**src/rtl/pipe_ctrl.sv**
```systemverilog
// Hazard and stall sequencer for the 16-bit five-stage pipeline: load-use, mispredict, fetch miss,
// data-memory wait with timeout, HALT drain/resume, plus saturating stall/flush counters.
module pipe_ctrl #(
   parameter int unsigned MEM_TO_CYC = 64,
   parameter int unsigned DRAIN_CYC  = 3,
   parameter int unsigned CNT_W      = 16
) (
   input  logic             clk,
   input  logic             rst_n,
   input  logic [3:0]       i_id_p0_addr,
   input  logic [3:0]       i_id_p1_addr,
   input  logic             i_id_p0_used,
   input  logic             i_id_p1_used,
   input  logic             i_id_halt,
   input  logic [3:0]       i_ex_dst_addr,
   input  logic             i_ex_we,
   input  logic             i_ex_mem_re,
   input  logic             i_ex_mispredict,
   input  logic             i_if_rdy,
   input  logic             i_mem_access,
   input  logic             i_mem_rdy,
   input  logic             i_resume,
   output logic             o_stall_if_id,
   output logic             o_stall_id_ex,
   output logic             o_stall_ex_mem,
   output logic             o_flush_if_id,
   output logic             o_flush_id_ex,
   output logic             o_bubble_mem_wb,
   output logic             o_pc_hold,
   output logic             o_pc_redirect,
   output logic             o_halted,
   output logic             o_mem_timeout,
   output logic [1:0]       o_state,
   output logic [CNT_W-1:0] o_stall_cnt,
   output logic [CNT_W-1:0] o_flush_cnt
);

   localparam logic [1:0] ST_RUN      = 2'd0;
   localparam logic [1:0] ST_MEM_WAIT = 2'd1;
   localparam logic [1:0] ST_DRAIN    = 2'd2;
   localparam logic [1:0] ST_HALT     = 2'd3;

   localparam int unsigned         WAIT_W     = $clog2(MEM_TO_CYC);
   localparam int unsigned         DRAIN_W    = $clog2(DRAIN_CYC + 1);
   localparam logic [WAIT_W-1:0]   WAIT_LAST  = WAIT_W'(MEM_TO_CYC - 1);
   localparam logic [DRAIN_W-1:0]  DRAIN_LAST = DRAIN_W'(DRAIN_CYC - 1);

   logic [1:0]         r_state;
   logic               r_ret_drain;
   logic [WAIT_W-1:0]  r_wait;
   logic [DRAIN_W-1:0] r_drain;
   logic               r_timeout;
   logic [CNT_W-1:0]   r_stall_cnt;
   logic [CNT_W-1:0]   r_flush_cnt;

   logic               w_mw;
   logic               w_lu;
   logic [1:0]         w_eff;
   logic [1:0]         w_state_nxt;
   logic               w_ret_nxt;
   logic [WAIT_W-1:0]  w_wait_nxt;
   logic [DRAIN_W-1:0] w_drain_nxt;
   logic               w_timeout_nxt;

   assign w_mw = i_mem_access & ~i_mem_rdy;
   assign w_lu = i_ex_mem_re & i_ex_we & (i_ex_dst_addr != 4'd0) &
                 ((i_id_p0_used & (i_id_p0_addr == i_ex_dst_addr)) |
                  (i_id_p1_used & (i_id_p1_addr == i_ex_dst_addr)));

   // The cycle that releases a memory wait already behaves as the state being returned to,
   // so a wait during DRAIN stretches the drain by exactly the number of waited cycles.
   assign w_eff = ((r_state == ST_MEM_WAIT) && !w_mw) ? (r_ret_drain ? ST_DRAIN : ST_RUN)
                                                      : r_state;

   always_comb begin
      o_stall_if_id   = 1'b0;
      o_stall_id_ex   = 1'b0;
      o_stall_ex_mem  = 1'b0;
      o_flush_if_id   = 1'b0;
      o_flush_id_ex   = 1'b0;
      o_bubble_mem_wb = 1'b0;
      o_pc_hold       = 1'b0;
      o_pc_redirect   = 1'b0;
      if (r_state == ST_HALT || w_mw) begin
         o_stall_if_id   = 1'b1;
         o_stall_id_ex   = 1'b1;
         o_stall_ex_mem  = 1'b1;
         o_bubble_mem_wb = 1'b1;
         o_pc_hold       = 1'b1;
      end else if (i_ex_mispredict) begin
         o_flush_if_id = 1'b1;
         o_flush_id_ex = 1'b1;
         o_pc_redirect = 1'b1;
      end else if (w_lu) begin
         o_stall_if_id = 1'b1;
         o_flush_id_ex = 1'b1;
         o_pc_hold     = 1'b1;
      end else if (w_eff == ST_DRAIN || (w_eff == ST_RUN && i_id_halt) || !i_if_rdy) begin
         o_flush_if_id = 1'b1;
         o_pc_hold     = 1'b1;
      end
   end

   always_comb begin
      w_state_nxt   = r_state;
      w_ret_nxt     = r_ret_drain;
      w_wait_nxt    = r_wait;
      w_drain_nxt   = r_drain;
      w_timeout_nxt = r_timeout;
      if (r_state == ST_HALT) begin
         if (i_resume && !r_timeout) w_state_nxt = ST_RUN;
      end else if (r_state == ST_MEM_WAIT && w_mw) begin
         if (r_wait == WAIT_LAST) begin
            w_state_nxt   = ST_HALT;
            w_timeout_nxt = 1'b1;
         end else begin
            w_wait_nxt = r_wait + WAIT_W'(1);
         end
      end else if (w_mw) begin
         w_state_nxt = ST_MEM_WAIT;
         w_ret_nxt   = (w_eff == ST_DRAIN);
         w_wait_nxt  = '0;
      end else if (w_eff == ST_DRAIN) begin
         if (r_drain == DRAIN_LAST) begin
            w_state_nxt = ST_HALT;
         end else begin
            w_state_nxt = ST_DRAIN;
            w_drain_nxt = r_drain + DRAIN_W'(1);
         end
      end else begin
         w_state_nxt = ST_RUN;
         if (i_id_halt && !i_ex_mispredict && !w_lu) begin
            w_state_nxt = ST_DRAIN;
            w_drain_nxt = '0;
         end
      end
   end

   always_ff @(posedge clk or negedge rst_n) begin
      if (!rst_n) begin
         r_state     <= ST_RUN;
         r_ret_drain <= 1'b0;
         r_wait      <= '0;
         r_drain     <= '0;
         r_timeout   <= 1'b0;
         r_stall_cnt <= '0;
         r_flush_cnt <= '0;
      end else begin
         r_state     <= w_state_nxt;
         r_ret_drain <= w_ret_nxt;
         r_wait      <= w_wait_nxt;
         r_drain     <= w_drain_nxt;
         r_timeout   <= w_timeout_nxt;
         if (o_pc_hold && (r_stall_cnt != '1)) r_stall_cnt <= r_stall_cnt + CNT_W'(1);
         if (o_flush_id_ex && i_ex_mispredict && (r_flush_cnt != '1)) begin
            r_flush_cnt <= r_flush_cnt + CNT_W'(1);
         end
      end
   end

   assign o_halted      = (r_state == ST_HALT);
   assign o_mem_timeout = r_timeout;
   assign o_state       = r_state;
   assign o_stall_cnt   = r_stall_cnt;
   assign o_flush_cnt   = r_flush_cnt;

endmodule

```
**config.mk**
```make
export PLATFORM = sky130hd
export DESIGN_NAME = pipe_ctrl
export DESIGN_NICKNAME = d
export VERILOG_FILES = /design/src/rtl/pipe_ctrl.sv
export SDC_FILE = /design/constraint.sdc
export NUM_CORES = 1
export LEC_CHECK = 0
export CELL_PAD_IN_SITES_DETAIL_PLACEMENT = 1
export CELL_PAD_IN_SITES_GLOBAL_PLACEMENT = 1
export CORE_MARGIN = 4
export CORE_UTILIZATION = 36
export CTS_CLUSTER_DIAMETER = 80
export DETAILED_ROUTE_END_ITERATION = 10
export GPL_ROUTABILITY_DRIVEN = 0
export PLACE_DENSITY = 0.78
export SLEW_MARGIN = 30
export SYNTH_ARGS = -nofsm -noshare
export SYNTH_HDL_FRONTEND = slang
export SYNTH_SLANG_ARGS = --single-unit
```
**constraint.sdc**
```tcl
create_clock -name clk -period 2.39 [get_ports clk]
set_clock_uncertainty 0.1 [all_clocks]
set_input_delay 0.239 -clock clk [delete_from_list [all_inputs] [get_ports clk]]
set_output_delay 0.239 -clock clk [all_outputs]
set_load 0.03 [all_outputs]
```
## Word-level counts from Yosys, hierarchy flattened

Index checks and enable logic that the tools add are counted.

- Bits in registers: 44
- Output and inout port bits: 44

- Equal/unequal tests: 13
- Reduce and logical (&&, ||, !) cells: 26
- Multiplexer cells: 31
- Bitwise operators: 11
- Add/sub/neg operators: 4

Operators by type and width:

| operator | count |
|---|---|
| adder 16 x 1 -> 16 bit, second input constant | 2 |
| != test 16 bit, second input constant | 2 |
| two-way mux 2 bit | 12 |
| two-way mux 6 bit | 3 |
| two-way mux 1 bit | 16 |
| logical AND 1 bit | 9 |
| AND reduction 3 bit | 3 |
| == test 4 bit | 2 |
| adder 6 x 1 -> 6 bit, second input constant | 1 |
| bitwise AND 1 bit | 6 |
| == test 2 bit, second input constant | 3 |
| == test 6 bit, second input constant | 1 |
| logical NOT 1 bit | 5 |
| AND reduction 5 bit | 1 |
| != test 2 bit, second input constant | 2 |
| NOT 1 bit | 4 |
| nonzero test 2 bit | 2 |
| nonzero test 4 bit | 1 |
| logical OR 1 bit | 3 |
| != test 3 x 2 -> 1 bit, second input constant | 1 |
| adder 2 x 1 -> 2 bit, second input constant | 1 |
| == test 2 x 1 -> 1 bit, second input constant | 1 |
| logical NOT 2 bit | 1 |
| != test 2 x 1 -> 1 bit, second input constant | 1 |
| 2 further kinds | 2 |

## Depth between registers and ports, before layout

Gate-level depths: netlist of the first run.

- Depth in word-level cells: 14
- Gate-level depth with buffers: 8
- Depth with buffers taken out: 7

## Least setup slack after synthesis of the first run

Ideal clock, no wire load.

- Path type: register to output
- From: register r_state[1], in the netlist o_state[1]
- To: output o_flush_if_id
- Cell stages (with the launch flop): 6
- Data arrival time: 1.873 ns
- Setup slack: 0.178 ns
- Buffers on the path: 1
- Path through: dfrtp_1 buf_2 a21oi_2 inv_1 a21o_1 nor2_1

- Longest elaborated chain between the ends: 11

Ends and longest elaborated chain:

| element | line | source |
|---|---|---|
| start: declaration | 48 | `logic [1:0] r_state;` |
| start signal: assignment | 149 | `r_state <= w_state_nxt;` |
| == test 2 x 1 -> 1 bit | 72 | `assign w_eff = ((r_state == ST_MEM_WAIT) && !w_mw) ? (r_ret_drain ? ST_DRAIN : ST_RUN)` |
| logical AND 1 bit | 72 |  |
| two-way mux 2 bit | 72 |  |
| logical NOT 2 bit | 98 | `end else if (w_eff == ST_DRAIN \|\| (w_eff == ST_RUN && i_id_halt) \|\| !i_if_rdy) begin` |
| logical AND 1 bit | 98 |  |
| logical OR 1 bit (2 in a row) | 98 |  |
| two-way mux 1 bit | 98 |  |
| two-way mux 1 bit | 94 | `end else if (w_lu) begin` |
| two-way mux 1 bit | 90 | `end else if (i_ex_mispredict) begin` |
| two-way mux 1 bit (*) | 84 | `if (r_state == ST_HALT \|\| w_mw) begin` |
| end: declaration | 26 | `output logic o_flush_if_id,` |

Every way passes the cells marked *; elsewhere a longest branch is shown, timed or not.

## Worst setup path in the final report of the first run

- From: input i_ex_dst_addr[3]
- To: output o_pc_hold

- Longest elaborated chain between the ends: 7

Ends and longest elaborated chain:

| element | line | source |
|---|---|---|
| start: declaration | 15 | `input logic [3:0] i_ex_dst_addr,` |
| == test 4 bit (on tied branches) | 67, 68 |  |
| bitwise AND 1 bit (on tied branches) | 67, 68 |  |
| OR 1 bit | 67 | `((i_id_p0_used & (i_id_p0_addr == i_ex_dst_addr)) \|` |
| bitwise AND 1 bit (*) | 66 | `assign w_lu = i_ex_mem_re & i_ex_we & (i_ex_dst_addr != 4'd0) &` |
| two-way mux 1 bit (*) | 94 |  |
| two-way mux 1 bit (*) | 90 |  |
| two-way mux 1 bit (*) | 84 |  |
| end: declaration | 29 | `output logic o_pc_hold,` |

Marked as above.

==> results.txt, run 1 <==
Num CTS Buffers: 5
Worst R2R Setup Slack: 0.47 ns
EDFF count, synth: 0
largest family of logic cells by synthesized area: simple AND/OR/NAND/NOR gates
final setup fails: 0
largest net degree at the start of global routing: 23
Critical R2R Launch: o_state[0]
CP Launch Type: primary input
vias in the first global route: 2123
Mapped Nets: 264
most common cell after layout, fill and taps aside: clkdlybuf4s50_1
top_reg_cell synth: dfrtp_1
Rel. slew slack: 0.674
DRT iter0 DRCs: 27
Max-Cap Viols: 0
Routed WL per cell: 15.9 um
sequential share of the synthesized area: 0.458
dpl ws: 0.112 ns
Max Slew Vio Count: 0
sequential fraction of design power: 0.355
Die ar.: 8040 um^2
compound-cell area share of the yosys netlist: 0.0927
RSZ-0062 raised after global routing: false
maximum root-to-sink buffer count: 2
H-tree depth: 2
Clock Tree Root: clkbuf_8
mux contribution to synthesized area: 0.0182
first-pass GRT wire length: 10100 um
CTS Sinks: 44
Die X-Extent: 89.7 um
Tightest Hold Check Type: in2async
async set or reset register ratio after synthesis: 1.00
Final period util: 0.943
#FFs+latches synth: 44
post-synthesis adder-cell area fraction: 0.0208
Post-DP HPWL: 4940 um
Vias: 2058
FILL cells: 718
Post-Synth XOR/XNOR Area: 0.146
Initial Util: 0.374
# IOs: 68
proportion of layout cells with a drive suffix above 1: 0.130
part of the power in combinational logic: 0.439
post-route insts no fill: 392
CTS clk-pin slew, worst paths: 0.08 ns
core box area: 6420 um^2
IO buf count: 67
Post-Place Cells: 384
Avg Cell Area, Syn: 10.2 um^2
post-route ant nets: 0
Tot GR Track Use: 0.163
Final WS setup: 0.136 ns
initial antenna violation count: 0
Final min period: 2.25 ns
latest clock arrival within the worst-skew pair: 0.30 ns
arrival time at the worst endpoint: 1.92 ns
Power Density: 964 nW/um^2
endpoint class of the critical path: output pin
TritonCTS clock tree: done
Achievable Freq: 444 MHz
Final Hold Viols: 0
R2R cell count: 6
clock share of power: 0.206
capturing point of the worst reg2reg path: o_stall_cnt[1]
post-synthesis simple-gate area fraction: 0.228
Peak supply drop: 0.541 mV
Sw Share: 0.397
WS Path Type: in2out
final WL: 6220 um
fin nets: 343
via density per instance: 5.25
die height: 89.7 um
Ys Warns: 0
DRT Pass-1 Iters: 4
CTS resizes: 0
worst-path fanout max: 4
Final TNS setup: 0 ns
antenna diode count: 0
Cell variety after synth: 48
status: completed
Area Growth Syn to Fin: 38.2%
grt ovf: 0
commonest cells after routing, fill and taps aside: clkdlybuf4s50_1, dfrtp_1, xnor2_1
Psw: 0.00127 W
Int Pwr: 0.00193 W
Netlist Area Pre-Place: 2400 um^2
P_leak: 1.46 nW
Site Rows: 29
Post-route DRC: 0
synthesized instance count: 236
Crit path required time: 2.05 ns
actual slew at the worst max-slew pin: 0.488 ns
how the worst max path moves through the flow:
stage / slack [ns] / to / from / cells past startpoint
3_3_place_gp: 0.21 / o_pc_hold / i_ex_dst_addr[3] / 8
3_5_place_dp: 0.11 / o_pc_hold / i_ex_dst_addr[3] / 8
2_1_floorplan: 0.18 / o_flush_if_id / o_state[1] / 5
6_report: 0.14 / o_pc_hold / i_ex_dst_addr[3] / 8
4_1_cts: 0.10 / o_pc_hold / i_ex_dst_addr[3] / 8
5_1_grt: 0.03 / o_pc_hold / i_ex_dst_addr[3] / 8
registers in the layout, indices dropped and copies added (netlist names):
| register | count |
|---|---|
| o_stall_cnt | 16 |
| o_mem_timeout | 1 |
| o_flush_cnt | 16 |
| r_wait | 6 |
| o_state | 2 |
| r_ret_drain | 1 |
| r_drain | 2 |
power groups by stage:
stage	registers (W)	clock network (W)	logic [W]
finish	0.00114	0.000661	0.00140
global route	0.00117	0.000723	0.00152
CTS	0.00114	0.000683	0.00143
detailed placement	0.00115	0	0.00141
global placement	0.00114	0	0.00137
floorplan	0.00134	0	0.000652
synth_stat cells, drive strengths merged (2+ instances only):
master	count	area, um^2
a21boi	2	26.3
a21o	2	15.0
a21oi	10	53.8
nand2b	2	15.0
a211oi	2	15.0
nor2	22	82.6
o21ai	5	25.0
inv	10	37.5
and3	6	38.8
nand4	17	121
and4	5	48.8
o22ai	3	18.8
buf	7	48.8
xnor2	23	201
nor3	6	35.0
and2	3	18.8
dfrtp	44	1100
ha	4	50.1
nor2b	2	12.5
a31oi	3	25.0
mux2	3	33.8
nor4	2	18.8
nand3	15	85.1
xor2	17	149
nand2	12	47.6
through the flow:
step                      total power [W]  instance area, um^2  hold WS (ns)   util
final                             0.00320                 3320         0.337  0.517
after global routing              0.00341                 3320         0.383  0.517
after CTS                         0.00325                 3320         0.359  0.517
after detailed placement          0.00256                 3180         0.137  0.495
after global placement            0.00251                 3180         0.131  0.495
after floorplan                   0.00199                 2400        -0.157      -
area by class of cell:
cell class / instances / area [um^2] / share of cell area
multi-input combinational: 175 / 1210 / 0.366
sequential: 44 / 1100 / 0.332
timing repair buffer: 79 / 741 / 0.223
tap: 77 / 96.3 / 0.0290
clock buffer: 5 / 68.8 / 0.0207
clock inverter: 2 / 60.1 / 0.0181
inverter: 10 / 37.5 / 0.0113
logic make-up after synthesis:
| group | count (synthesis) |
|---|---|
| simple gates | 95 |
| xor+xnor | 40 |
| mux | 4 |
| compound gates | 32 |
| buf+inv | 17 |
| fa+ha+maj | 4 |
| flops | 44 |
per-layer routing:
metal | vias up | global-route usage | share of wire
met5 | - | 0 | 0
met4 | 0 | 0.0595 | 0.016
met3 | 9 | 0.0484 | 0.062
met2 | 64 | 0.271 | 0.49
met1 | 994 | 0.202 | 0.44
li1 | 991 | - | -
repair_timing:
action	4_1_cts	5_1_grt
buffers inserted	0	0
hold buffers	1	0
endpoints found under the hold margin	20	0
worst max-delay path, cell delays in order:
cell	delay (ns)
clkdlybuf4s50_1	0.47
xor2_1	0.20
nor3_1	0.23
nand4_1	0.22
nand2_1	0.13
nor2_1	0.04
o21ai_0	0.19
buf_4	0.20
Note: power is estimated with default switching activity, not from simulation.
==> run 2, diff against run 1 <==
--- a/constraint.sdc
+++ b/constraint.sdc
@@ -3,3 +3,3 @@
 set_input_delay 0.239 -clock clk [delete_from_list [all_inputs] [get_ports clk]]
 set_output_delay 0.239 -clock clk [all_outputs]
-set_load 0.03 [all_outputs]
+set_load 0.05 [all_outputs]
==> run 2 against run 1 <==
Net effect: sequential share of layout area is 0.90 points lower; register-to-register slack worse by 0.13 ns; count of clock-buffer cells in the layout is 1 higher; largest power group unchanged; power is 7.8% higher; critical path depth is 1 lower; combinational power is 22% higher; sequential cell count stayed put; worst hold slack worse by 0.043 ns; die area stayed put; clock power is 15% lower; setup slack worse by 0.0067 ns; critical endpoint is now o_flush_id_ex.
==> results.txt, run 2 (synthesis gave the netlist of run 1 again) <==
proportion of layout cells with a drive suffix above 1: 0.150 (was 0.130)
CTS clk-pin slew, worst paths: 0.08 ns (about the same)
Die ar.: 8040 um^2 (unchanged)
design area: 3420 um^2 (was 3320 um^2)
Final period util: 0.946 (was 0.943)
Max-Cap Viols: 0 (unchanged)
DRT iter0 DRCs: 61 (was 27)
final WL: 6490 um (was 6220 um)
Peak supply drop: 0.868 mV (was 0.541 mV)
actual slew at the worst max-slew pin: 0.520 ns (was 0.488 ns)
Post-route DRC: 0 (unchanged)
critical path cell sequence: clkdlybuf4s50_1 -> xor2_1 -> nor3_1 -> nand4_1 -> buf_4 -> a31oi_1 -> buf_12 (was clkdlybuf4s50_1 -> xor2_1 -> nor3_1 -> nand4_1 -> nand2_1 -> nor2_1 -> o21ai_0 -> buf_4)
FILL cells: 737 (was 718)
WS Path Type: in2out (unchanged)
Tightest Hold Check Type: in2async (unchanged)
Tot GR Track Use: 0.170 (was 0.163)
H-tree depth: 2 (unchanged)
Achievable Freq: 442 MHz (was 444 MHz)
Vias: 2075 (was 2058)
maximum root-to-sink buffer count: 2 (unchanged)
Routed WL per cell: 16.4 um (was 15.9 um)
vias in the first global route: 2231 (was 2123)
Final Hold Viols: 0 (unchanged)
Initial Util: 0.374 (unchanged)
slowest stage delay, CP: 0.48 ns (was 0.47 ns)
grt ovf: 0 (unchanged)
worst-path fanout max: 3 (was 4)
Die X-Extent: 89.7 um (unchanged)
Crit path required time: 2.05 ns (about the same)
multi-input logic area: 1220 um^2 (was 1210 um^2)
# IOs: 68 (unchanged)
post-route ant nets: 0 (unchanged)
latest clock arrival within the worst-skew pair: 0.29 ns (was 0.30 ns)
core box area: 6420 um^2 (unchanged)
status: completed (unchanged)
P_leak: 1.49 nW (was 1.46 nW)
CP Launch Type: primary input (unchanged)
Post-Place Cells: 382 (was 384)
Area Growth Syn to Fin: 42.2% (was 38.2%)
largest net degree at the start of global routing: 18 (was 23)
CTS Sinks: 44 (unchanged)
final setup fails: 0 (unchanged)
antenna diode count: 0 (unchanged)
Clock Tree Root: clkbuf_8 (unchanged)
Placed Area: 3250 um^2 (was 3180 um^2)
Worst path slowest cell: clkdlybuf4s50_1 (unchanged)
Rel. slew slack: 0.652 (was 0.674)
Final Power: 0.00345 W (was 0.00320 W)
arrival time at the worst endpoint: 1.92 ns (about the same)
CP delay by family, top: buffers and inverters (unchanged)
register area: 1100 um^2 (about the same)
Power Density: 1010 nW/um^2 (was 964 nW/um^2)
fin nets: 346 (was 343)
post-route insts no fill: 396 (was 392)
most common cell after layout, fill and taps aside: clkdlybuf4s50_1 (unchanged)
via density per instance: 5.24 (was 5.25)
Num CTS Buffers: 5 (unchanged)
Post-DP HPWL: 5080 um (was 4940 um)
commonest cells after routing, fill and taps aside: clkdlybuf4s50_1, dfrtp_1, xnor2_1 (unchanged)
TritonCTS clock tree: done (unchanged)
first-pass GRT wire length: 10800 um (was 10100 um)
initial antenna violation count: 0 (unchanged)
die height: 89.7 um (unchanged)
DRT Pass-1 Iters: 4 (unchanged)
IO buf count: 67 (unchanged)
endpoint class of the critical path: output pin (unchanged)
Bufs and invs on worst path: 3 (was 2)
RSZ-0062 raised after global routing: false (unchanged)
Max Slew Vio Count: 0 (unchanged)
Site Rows: 29 (unchanged)
Final min period: 2.26 ns (was 2.25 ns)
-- run 2: cell count changes in the layout (fill, tap and decap cells not counted), sizes merged --
cell           before  now
clkdlybuf4s50      59   58
clkinv              0    1
bufinv              2    1
clkbuf              5    6
buf                19   23
-- run 2: routing by layer --
| layer | routed length, um | track usage |
|---|---|---|
| met1 | 2710 | 0.212 |
| met5 | 0 | 0 |
| met2 | 3300 | 0.293 |
| met3 | 401 | 0.0447 |
| met4 | 75 | 0.0447 |
-- run 2: area by class of cell --
cell class                      instances  area share
Clock inverter                          2      0.0103
Tap cell                               77      0.0282
Multi-Input combinational cell        175       0.358
Sequential cell                        44       0.323
Timing Repair Buffer                   82       0.248
Clock buffer                            6      0.0212
Inverter                               10      0.0110
-- run 2: report_power, final --
part / total (W) / internal (W) / leakage [nW] / switching [W]
clock: 0.000559 / 0.000310 / 0.0552 / 0.000249
combinational: 0.00171 / 0.000674 / 0.867 / 0.00104
sequential: 0.00118 / 0.000909 / 0.570 / 0.000269
-- run 2: what timing repair did --
item | 4_1_cts | 5_1_grt
setup buffers | 0 | 5
gates resized for setup | 0 | 2
endpoints found under the hold margin | 15 | 0
endpoints found under the setup margin | 0 | 2
hold buffers | 1 | 0
-- run 2: per-stage QoR --
step | util | TNS [ns] | hold WS, ns | worst slack [ns]
6_report | 0.532 | 0 | 0.294 | 0.129
5_1_grt | 0.532 | 0 | 0.313 | 0.0352
4_1_cts | 0.525 | 0 | 0.306 | 0.0955
3_5_place_dp | 0.507 | 0 | 0.0832 | 0.101
3_3_place_gp | 0.507 | 0 | 0.0904 | 0.152
2_1_floorplan | - | -0.285 | -0.157 | -0.156
-- run 2: final timing paths --
path / startpoint / endpoint / slack [ns] / depth (start not counted)
max: i_ex_dst_addr[0] / o_flush_id_ex / 0.13 / 7
min: rst_n / o_flush_cnt[2] / 0.29 / 2
max reg2reg: o_state[1] / o_flush_cnt[15] / 0.34 / 6
min reg2reg: o_mem_timeout / o_mem_timeout / 0.40 / 1
max in group asynchronous: rst_n / o_flush_cnt[14] / 1.35 / 3
min in group clk: o_mem_timeout / o_mem_timeout / 0.40 / 1
==> run 3, diff against run 2 <==
- PLACE_DENSITY: 0.78 -> default
- PLACE_DENSITY_LB_ADDON: default -> 0.2
- RECOVER_POWER: default -> 50
==> run 3 against run 2 <==
Net effect: die area unchanged; final cell count fell by 0.51%; sequential power barely moved; global-route usage decreased by 0.82 points; via count is 1.1% lower; utilization down 0.18 points; register-to-register slack got worse by 0.03 ns; count of clock-buffer cells in the layout unchanged; setup slack better by 0.014 ns; largest cell class unchanged.
==> results.txt, run 3 (synthesis gave the netlist of run 1 again) <==
post-route ant nets: 0 (unchanged)
commonest cells after routing, fill and taps aside: clkdlybuf4s50_1, dfrtp_1, xnor2_1 (unchanged)
Worst path slowest cell: clkdlybuf4s50_1 (unchanged)
status: completed (unchanged)
Post-route DRC: 0 (unchanged)
critical path cell sequence: clkdlybuf4s50_1 -> nor4_2 -> nor2_1 -> nand4_1 -> nand2_1 -> a21o_1 -> nor2_2 -> buf_12 (was clkdlybuf4s50_1 -> xor2_1 -> nor3_1 -> nand4_1 -> buf_4 -> a31oi_1 -> buf_12)
vias in the first global route: 2150 (was 2231)
Crit path required time: 2.05 ns (about the same)
RSZ-0062 raised after global routing: false (unchanged)
DRT Pass-1 Iters: 4 (unchanged)
endpoint class of the critical path: output pin (unchanged)
Achievable Freq: 445 MHz (was 442 MHz)
sequential fraction of design power: 0.329 (was 0.341)
CTS clk-pin slew, worst paths: 0.09 ns (was 0.08 ns)
CP Launch Type: primary input (unchanged)
Rel. slew slack: 0.381 (was 0.652)
Final period util: 0.940 (was 0.946)
Util after Layout: 0.530 (was 0.532)
# IOs: 68 (unchanged)
Tightest Hold Check Type: reg2reg (was in2async)
Die X-Extent: 89.7 um (unchanged)
Num CTS Buffers: 5 (unchanged)
grt ovf: 0 (unchanged)
Max Slew Vio Count: 0 (unchanged)
fin nets: 344 (was 346)
Final min period: 2.25 ns (was 2.26 ns)
Bufs and invs on worst path: 2 (was 3)
Clock Tree Root: clkbuf_8 (unchanged)
maximum root-to-sink buffer count: 2 (unchanged)
Power Density: 1030 nW/um^2 (was 1010 nW/um^2)
Final Power: 0.00350 W (was 0.00345 W)
Post-DP HPWL: 4750 um (was 5080 um)
first-pass GRT wire length: 10300 um (was 10800 um)
worst-path fanout max: 4 (was 3)
Max-Cap Viols: 0 (unchanged)
latest clock arrival within the worst-skew pair: 0.29 ns (about the same)
actual slew at the worst max-slew pin: 0.928 ns (was 0.520 ns)
P_leak: 1.50 nW (was 1.49 nW)
slowest stage delay, CP: 0.49 ns (was 0.48 ns)
Tot GR Track Use: 0.162 (was 0.170)
TritonCTS clock tree: done (unchanged)
Vias: 2052 (was 2075)
IO buf count: 67 (unchanged)
final setup fails: 0 (unchanged)
Sw Share: 0.445 (was 0.451)
Int Pwr: 0.00194 W (was 0.00189 W)
via density per instance: 5.21 (was 5.24)
most common cell after layout, fill and taps aside: clkdlybuf4s50_1 (unchanged)
CP delay by family, top: simple AND/OR/NAND/NOR gates (was buffers and inverters)
Post-Place Cells: 384 (was 382)
WS Path Type: in2out (unchanged)
Hold WS: 0.388 ns (was 0.294 ns)
DRT iter0 DRCs: 42 (was 61)
die height: 89.7 um (unchanged)
Worst R2R Setup Slack: 0.31 ns (was 0.34 ns)
Site Rows: 29 (unchanged)
initial antenna violation count: 0 (unchanged)
final WL: 6140 um (was 6490 um)
H-tree depth: 2 (unchanged)
Peak supply drop: 0.758 mV (was 0.868 mV)
post-route insts no fill: 394 (was 396)
Psw: 0.00156 W (about the same)
Initial Util: 0.374 (unchanged)
arrival time at the worst endpoint: 1.91 ns (was 1.92 ns)
Final Hold Viols: 0 (unchanged)
clock share of power: 0.171 (was 0.162)
core box area: 6420 um^2 (unchanged)
largest net degree at the start of global routing: 17 (was 18)
antenna diode count: 0 (unchanged)
CTS Sinks: 44 (unchanged)
proportion of layout cells with a drive suffix above 1: 0.126 (was 0.150)
Routed WL per cell: 15.6 um (was 16.4 um)
Area Growth Syn to Fin: 41.7% (was 42.2%)
Die ar.: 8040 um^2 (unchanged)
part of the power in combinational logic: 0.500 (was 0.497)
## run 3: cell types whose count changed in the layout (fill, tap and decap cells not counted), moves of 2 or more
cell             previous run  this run
and2_0                      0         2
and2_1                      3         1
buf_4                      15         7
clkbuf_1                    1         4
clkbuf_2                    0         2
clkdlybuf4s50_1            58        50
dlygate4sd3_1               1         9
## run 3: worst register-to-register path, stage by stage (launching register included)
cell      delay, ns
dfrtp_1        0.49
nand2_1        0.19
and3_1         0.32
a21boi_4       0.35
nand4_4        0.20
nor4_2         0.20
xor2_1         0.17
## run 3: through the flow
stage | setup WS, ns | area (um^2) | setup TNS, ns
finish | 0.143 | 3400 | 0
detailed placement | 0.0747 | 3280 | 0
global route | 0.0126 | 3400 | 0
floorplan | -0.156 | 2400 | -0.285
global placement | 0.144 | 3280 | 0
CTS | 0.0597 | 3410 | 0
## run 3: routing by layer
layer	track usage	part of all wire
met1	0.215	0.46
met3	0.0383	0.039
met4	0.0365	0.0096
met2	0.269	0.49
met5	0	0
## run 3: final timing paths
path                                  startpoint               to  depth (start not counted)
min in group asynchronous                  rst_n   o_flush_cnt[8]                          2
worst min register to register    o_stall_cnt[9]   o_stall_cnt[9]                          1
worst max register to register        o_state[1]  o_flush_cnt[15]                          6
max in group asynchronous                  rst_n       r_drain[0]                          3
worst max-delay path            i_ex_dst_addr[0]    o_flush_if_id                          8
worst min-delay path              o_stall_cnt[9]   o_stall_cnt[9]                          1
## run 3: layout make-up
class,count,area [um^2]
Timing Repair Buffer,80,828
Multi-Input combinational cell,175,1220
Tap cell,77,96.3
Sequential cell,44,1100
Clock inverter,2,38.8
Inverter,10,37.5
Clock buffer,6,82.6
Fill cell,714,3020
## run 3: power by group through the flow
stage	Clock (W)	Combinational (W)	Sequential (W)
2_1_floorplan	0	0.000723	0.00153
3_3_place_gp	0	0.00173	0.00116
3_5_place_dp	0	0.00177	0.00117
4_1_cts	0.000622	0.00178	0.00116
5_1_grt	0.000649	0.00187	0.00119
6_report	0.000598	0.00175	0.00115
## run 3: repair_timing
action | in CTS | in global routing
endpoints found under the setup margin | 0 | 2
hold buffers | 1 | 0
buffers inserted | 0 | 1
resized for setup | 0 | 1
hold endpoints to repair | 14 | 0
